===== config.mk =====
export PLATFORM = sky130hd
export DESIGN_NAME = fifo_wr_arbiter
export DESIGN_NICKNAME = d
export VERILOG_FILES = /design/src/rtl/fifo_arb_pkg.sv /design/src/rtl/rr_pick.sv /design/src/rtl/fifo_wr_arbiter.sv
export SDC_FILE = /design/constraint.sdc
export NUM_CORES = 1
export LEC_CHECK = 0
export CORE_MARGIN = 1
export CORE_UTILIZATION = 25
export CTS_BUF_LIST = sky130_fd_sc_hd__clkbuf_16
export CTS_CLUSTER_SIZE = 8
export DETAILED_ROUTE_END_ITERATION = 16
export GPL_TIMING_DRIVEN = 0
export PLACE_DENSITY_LB_ADDON = 0.25
export SLEW_MARGIN = 20
export SYNTH_ARGS = -nofsm -noshare
export SYNTH_HDL_FRONTEND = slang
export SYNTH_HIERARCHICAL = 1
export SYNTH_SLANG_ARGS = --single-unit

===== constraint.sdc =====
create_clock -name w_clk -period 1.98 [get_ports w_clk]
set_input_delay 0.396 -clock w_clk [delete_from_list [all_inputs] [get_ports w_clk]]
set_output_delay 0.396 -clock w_clk [all_outputs]
set_load 0.05 [all_outputs]

===== src/rtl/fifo_arb_pkg.sv =====
// Shared types and width helpers for the FIFO write-port arbiter.
package fifo_arb_pkg;

    typedef enum logic {
        IDLE  = 1'b0,
        GRANT = 1'b1
    } arb_state_e;

    // Index width that never collapses to zero bits for tiny requester counts.
    function automatic int clog2_min1(input int n);
        return (n <= 2) ? 1 : $clog2(n);
    endfunction

endpackage


===== src/rtl/rr_pick.sv =====
// Combinational round-robin picker: first asserted request after last_id, wrapping.
module rr_pick
    import fifo_arb_pkg::*;
#(
    parameter  int NUM_REQ = 4,
    localparam int ID_W    = clog2_min1(NUM_REQ)
) (
    input  logic [NUM_REQ-1:0] req,
    input  logic [ID_W-1:0]    last_id,
    output logic               any,
    output logic [ID_W-1:0]    pick_id
);

    logic [ID_W-1:0] cand;

    // Scan from the farthest offset down so the nearest requester after last_id wins.
    always_comb begin
        // NOTE: every always_comb output gets a default first; a path without one infers a latch.
        any     = 1'b0;
        pick_id = '0;
        cand    = '0;
        for (int k = NUM_REQ; k >= 1; k--) begin
            cand = ID_W'((int'(last_id) + k) % NUM_REQ);
            if (req[cand]) begin
                any     = 1'b1;
                pick_id = cand;
            end
        end
    end

endmodule


===== src/rtl/fifo_wr_arbiter.sv =====
// Round-robin, burst-limited arbiter sharing the async FIFO write port among NUM_REQ producers.
module fifo_wr_arbiter
    import fifo_arb_pkg::*;
#(
    parameter  int NUM_REQ   = 4,
    parameter  int WIDTH_D   = 8,
    parameter  int MAX_BURST = 16,
    localparam int ID_W      = clog2_min1(NUM_REQ),
    localparam int CNT_W     = $clog2(MAX_BURST) + 1
) (
    input  logic                       w_clk,
    input  logic                       rst,
    input  logic [NUM_REQ-1:0]         src_valid,
    input  logic [NUM_REQ*WIDTH_D-1:0] src_data,
    output logic [NUM_REQ-1:0]         src_ready,
    input  logic                       w_full,
    output logic                       w_req,
    output logic [WIDTH_D-1:0]         w_data,
    output logic                       grant_vld,
    output logic [ID_W-1:0]            grant_id
);

    arb_state_e      state_q, state_d;
    logic [ID_W-1:0] grant_id_q, grant_id_d;
    logic [ID_W-1:0] last_id_q, last_id_d;
    logic [CNT_W-1:0] burst_cnt_q, burst_cnt_d;

    logic            pick_any;
    logic [ID_W-1:0] pick_id;
    logic            in_grant;
    logic            cur_valid;
    logic            xfer;

    rr_pick #(.NUM_REQ(NUM_REQ)) u_pick (
        .req     (src_valid),
        .last_id (last_id_q),
        .any     (pick_any),
        .pick_id (pick_id)
    );

    assign in_grant  = (state_q == GRANT);
    assign cur_valid = src_valid[grant_id_q];
    // Gating on w_full here is what keeps the FIFO from ever seeing a write while full.
    assign xfer      = in_grant & cur_valid & ~w_full;

    assign w_req     = xfer;
    assign grant_vld = in_grant;
    assign grant_id  = grant_id_q;

    always_comb begin
        src_ready = '0;
        w_data    = '0;
        if (in_grant) begin
            src_ready[grant_id_q] = ~w_full;
            w_data = src_data[int'(grant_id_q)*WIDTH_D +: WIDTH_D];
        end
    end

    always_comb begin
        state_d     = state_q;
        grant_id_d  = grant_id_q;
        last_id_d   = last_id_q;
        burst_cnt_d = burst_cnt_q;
        unique case (state_q)
            IDLE: begin
                if (pick_any) begin
                    state_d     = GRANT;
                    grant_id_d  = pick_id;
                    burst_cnt_d = '0;
                end
            end
            GRANT: begin
                // A dropped valid releases the port; a full stall simply holds everything.
                if (!cur_valid) begin
                    state_d   = IDLE;
                    last_id_d = grant_id_q;
                end else if (xfer) begin
                    burst_cnt_d = burst_cnt_q + CNT_W'(1);
                    if (burst_cnt_q == CNT_W'(MAX_BURST - 1)) begin
                        state_d   = IDLE;
                        last_id_d = grant_id_q;
                    end
                end
            end
            default: state_d = IDLE;
        endcase
    end

    always_ff @(posedge w_clk) begin
        // NOTE: state registers use non-blocking assignments so every flop samples pre-edge values.
        if (rst) begin
            state_q     <= IDLE;
            grant_id_q  <= '0;
            last_id_q   <= ID_W'(NUM_REQ - 1);
            burst_cnt_q <= '0;
        end else begin
            state_q     <= state_d;
            grant_id_q  <= grant_id_d;
            last_id_q   <= last_id_d;
            burst_cnt_q <= burst_cnt_d;
        end
    end

endmodule


==> results.py <==
metrics = {
    "status": {
        "status": "finished with violations",
        "violations": "negative setup slack",
    },
    "floorplan": {
        "core_area_mm2": 0.00344,
        "dieArea_mm2": 0.00393,
        "io_pins": 55,
        "die_y_um": 62.7,
        "rows": 21,
        "start_util_pct": 26.8,
        "die_w_um": 62.7,
    },
    "power_and_ir_drop": {
        "vdd_ir_drop_max_mv": 0.467,
        "intPower_uw": 730,
        "switching_share_pct": 31.4,
        "power.switching_uw": 334,
        "pwr-share-comb_pct": 44.6,
        "p_clk_share_pct": 33.6,
        "cellLeakagePower_uw": 0.000931,
        "powerDensity_mw_per_mm2": 593,
        "power_frac_seq_pct": 21.8,
        "power_uw": 1060,
    },
    "route": {
        "viasPerCell": 4.74,
        "vias": 995,
        "first_pass_iters": 4,
        "drcViolationCount": 0,
        "drt_iter0_markers": 6,
        "totalWireLength_um": 2780,
        "wl_per_cell_um": 13.3,
        "drtAntennaViolNets": 0,
    },
    "min_path": {
        "hold_path.class": "flop to flop",
        "hold-path-endpoint": "burst_cnt_q[3]",
        "hold-path-cell-count": 2,
        "hold_start": "burst_cnt_q[3]",
    },
    "worst_setup_path": {
        "r2r_cells": 7,
        "required_ns": 1.58,
        "arrival_ns": 1.60,
        "critPathLaunchType": "input port",
        "timing.rr.start": "burst_cnt_q[0]",
        "crit_path_max_fanout": 1,
        "timing.rr.end": "last_id_q[1]",
        "worstSetupPathType": "input port to output port",
        "end_kind": "output port",
        "r2r_slack_ns": 0.28,
    },
    "clocking": {
        "hold_buffers": 0,
        "cts_max_level": 1,
        "clk_pin_slew_ns": 0.04,
        "cts_tree": "yes",
        "clock_sinks": 10,
        "clockBufferDepth": 2,
        "root_buffer": "clkbuf_16",
        "cts_buffers": 3,
        "clk_latency_ns": 0.23,
    },
    "global_route": {
        "grt_start_max_net_pins": 11,
        "antenna_found_initial": 0,
        "grt_pass1_vias": 993,
        "grt-ovfl-total": 0,
        "grt_usage_pct": 14.1,
        "grt_first_pass_wirelength_um": 4440,
    },
    "timing": {
        "hold_violations": 0,
        "timing.final.ws_setup_ns": -0.0147,
        "worstMarginPinSlew_ns": 0.494,
        "max_freq_mhz": 501,
        "rsz0062_at_grt": "true",
        "slew_headroom_pct": 67.0,
        "fin_worst_skew_ns": 0.00396,
        "setup_viol": 1,
        "fin_crit_sh_pct": 101,
        "drv_slew": 0,
        "min_period_ns": 1.99,
        "holdWs_ns": 0.500,
    },
    "cells_and_area": {
        "antenna_cells": 0,
        "areaGrowthSynthToFinish_pct": 94.6,
        "fin_util_pct": 52.1,
        "drive_above_1_share_pct": 35.4,
        "nets": 206,
    },
    "flow_run": {
        "maxCapViolations": 0,
    },
    "place": {
        "dpl.hpwl_um": 1990,
        "place.gp.congestion": 0.743,
        "io_buffers": 54,
    },
    "synth": {
        "ys_ff_latch": 10,
        "ys_seq_area_share_pct": 21.7,
        "synth_nets": 140,
        "synth.distinct_cells": 36,
        "syn_inst": 99,
        "synth_area_um2": 921,
        "avgSynthCellArea_um2": 9.30,
        "yosysWarnings": 6,
    },
}
[cell families after synthesis]
| logic type | share of synthesized area [%] |
|---|---|
| simple gates | 27.2 |
| compound gates | 13.7 |
| mux | 28.4 |
| buf+inv | 6.25 |
| flops | 21.7 |
| fa+ha+maj | 2.72 |
[worst max-delay path by stage]
stage	startpoint	endpoint	slack (ns)	depth (start not counted)
global route	src_data[9]	w_data[1]	-0.03	4
CTS	grant_id[0]	w_data[5]	-0.04	5
global placement	w_full	w_req	-0.72	5
floorplan	grant_id[0]	w_data[0]	0.09	3
finish	src_data[9]	w_data[1]	-0.01	4
detailed placement	w_full	w_req	-0.74	5
[layout make-up]
type,count,area [µm²]
clock buffer,3,75.1
fill,307,1650
timing repair buffer,62,697
tap,46,57.6
buffer,4,30.0
inverter,7,26.3
clock inverter,1,3.75
multi-input combinational,77,697
sequential,10,205
[layer usage]
layer	up-vias	wire [µm]	track usage (%)
met5	-	0	0
met3	2	240	5.11
li1	486	-	-
met2	45	1430	26.1
met4	0	12	3.20
met1	462	1100	15.2
[cells in the final DEF, fill, tap and decap left out, types with 2 or more instances in the layout]
cell	Yosys	layout
nand2b_1	4	4
mux4_2	8	8
nand3_1	3	3
a21oi_1	6	6
buf_6	1	3
and2_4	0	8
mux2_1	2	2
a21oi_2	2	2
nor2_2	0	2
and2_1	10	2
clkdlybuf4s50_1	0	13
nand2_1	9	9
clkbuf_16	0	3
buf_8	0	9
nor2_1	9	7
inv_1	5	5
dlygate4sd2_1	0	4
nor2b_1	2	2
buf_2	1	4
dlymetal6s2s_1	0	24
buf_4	1	6
mux2i_1	3	3
ha_1	2	2
inv_2	2	2
dfxtp_1	10	8
clkbuf_1	2	2
[power groups by stage]
stage,Clock [µW],Combinational [µW],Sequential (µW)
floorplan,0,235,252
global placement,0,406,235
detailed placement,0,411,235
CTS,363,475,231
global route,379,504,234
finish,357,475,232
[Yosys cell counts, drive strengths merged]
cell	number	area, µm²
inv	7	26.3
nor2	9	33.8
and2	10	62.6
or3	1	6.26
and3	1	6.26
nand2b	4	25.0
mux2i	4	43.8
nor2b	2	12.5
and2b	1	7.51
a21oi	8	47.6
a31oi	1	6.26
nor3	2	15.0
o21ai	1	5.00
o221ai	1	15.0
nor3b	1	12.5
a31o	1	8.76
o31a	1	8.76
a2bb2oi	1	26.3
nand4	1	12.5
dfxtp	10	200
ha	2	25.0
mux2	3	37.5
buf	3	23.8
nand2	9	33.8
mux4	8	180
o21a	1	8.76
nand3b	1	7.51
clkbuf	2	7.51
nand3	3	15.0
[sequential cells by signal (all words and copies together), names as in the netlist]
signal and cells:
burst_cnt_q 5, grant_id 2, grant_vld 1, last_id_q 2
[critical path, cell delays in order]
cell and delay (ns):
clkdlybuf4s50_1 0.41, mux4_2 0.47, and2_4 0.18, buf_8 0.14
[timing repair]
item	in CTS	in global routing
pin swaps	1	1
setup endpoints to repair	13	11
setup buffers	6	2
gates resized for setup	105	31
[stage by stage]
step / area [µm²] / cells / worst slack, ns / setup TNS [ns]
after floorplan: 931 / 99 / 0.0892 / 0
after global placement: 1530 / 199 / -0.723 / -6.80
after detailed placement: 1530 / 199 / -0.739 / -7.00
after CTS: 1710 / 209 / -0.0363 / -0.148
after global routing: 1790 / 210 / -0.0285 / -0.0285
final: 1790 / 210 / -0.0147 / -0.0147
Note: power is estimated with default switching activity, not from simulation.
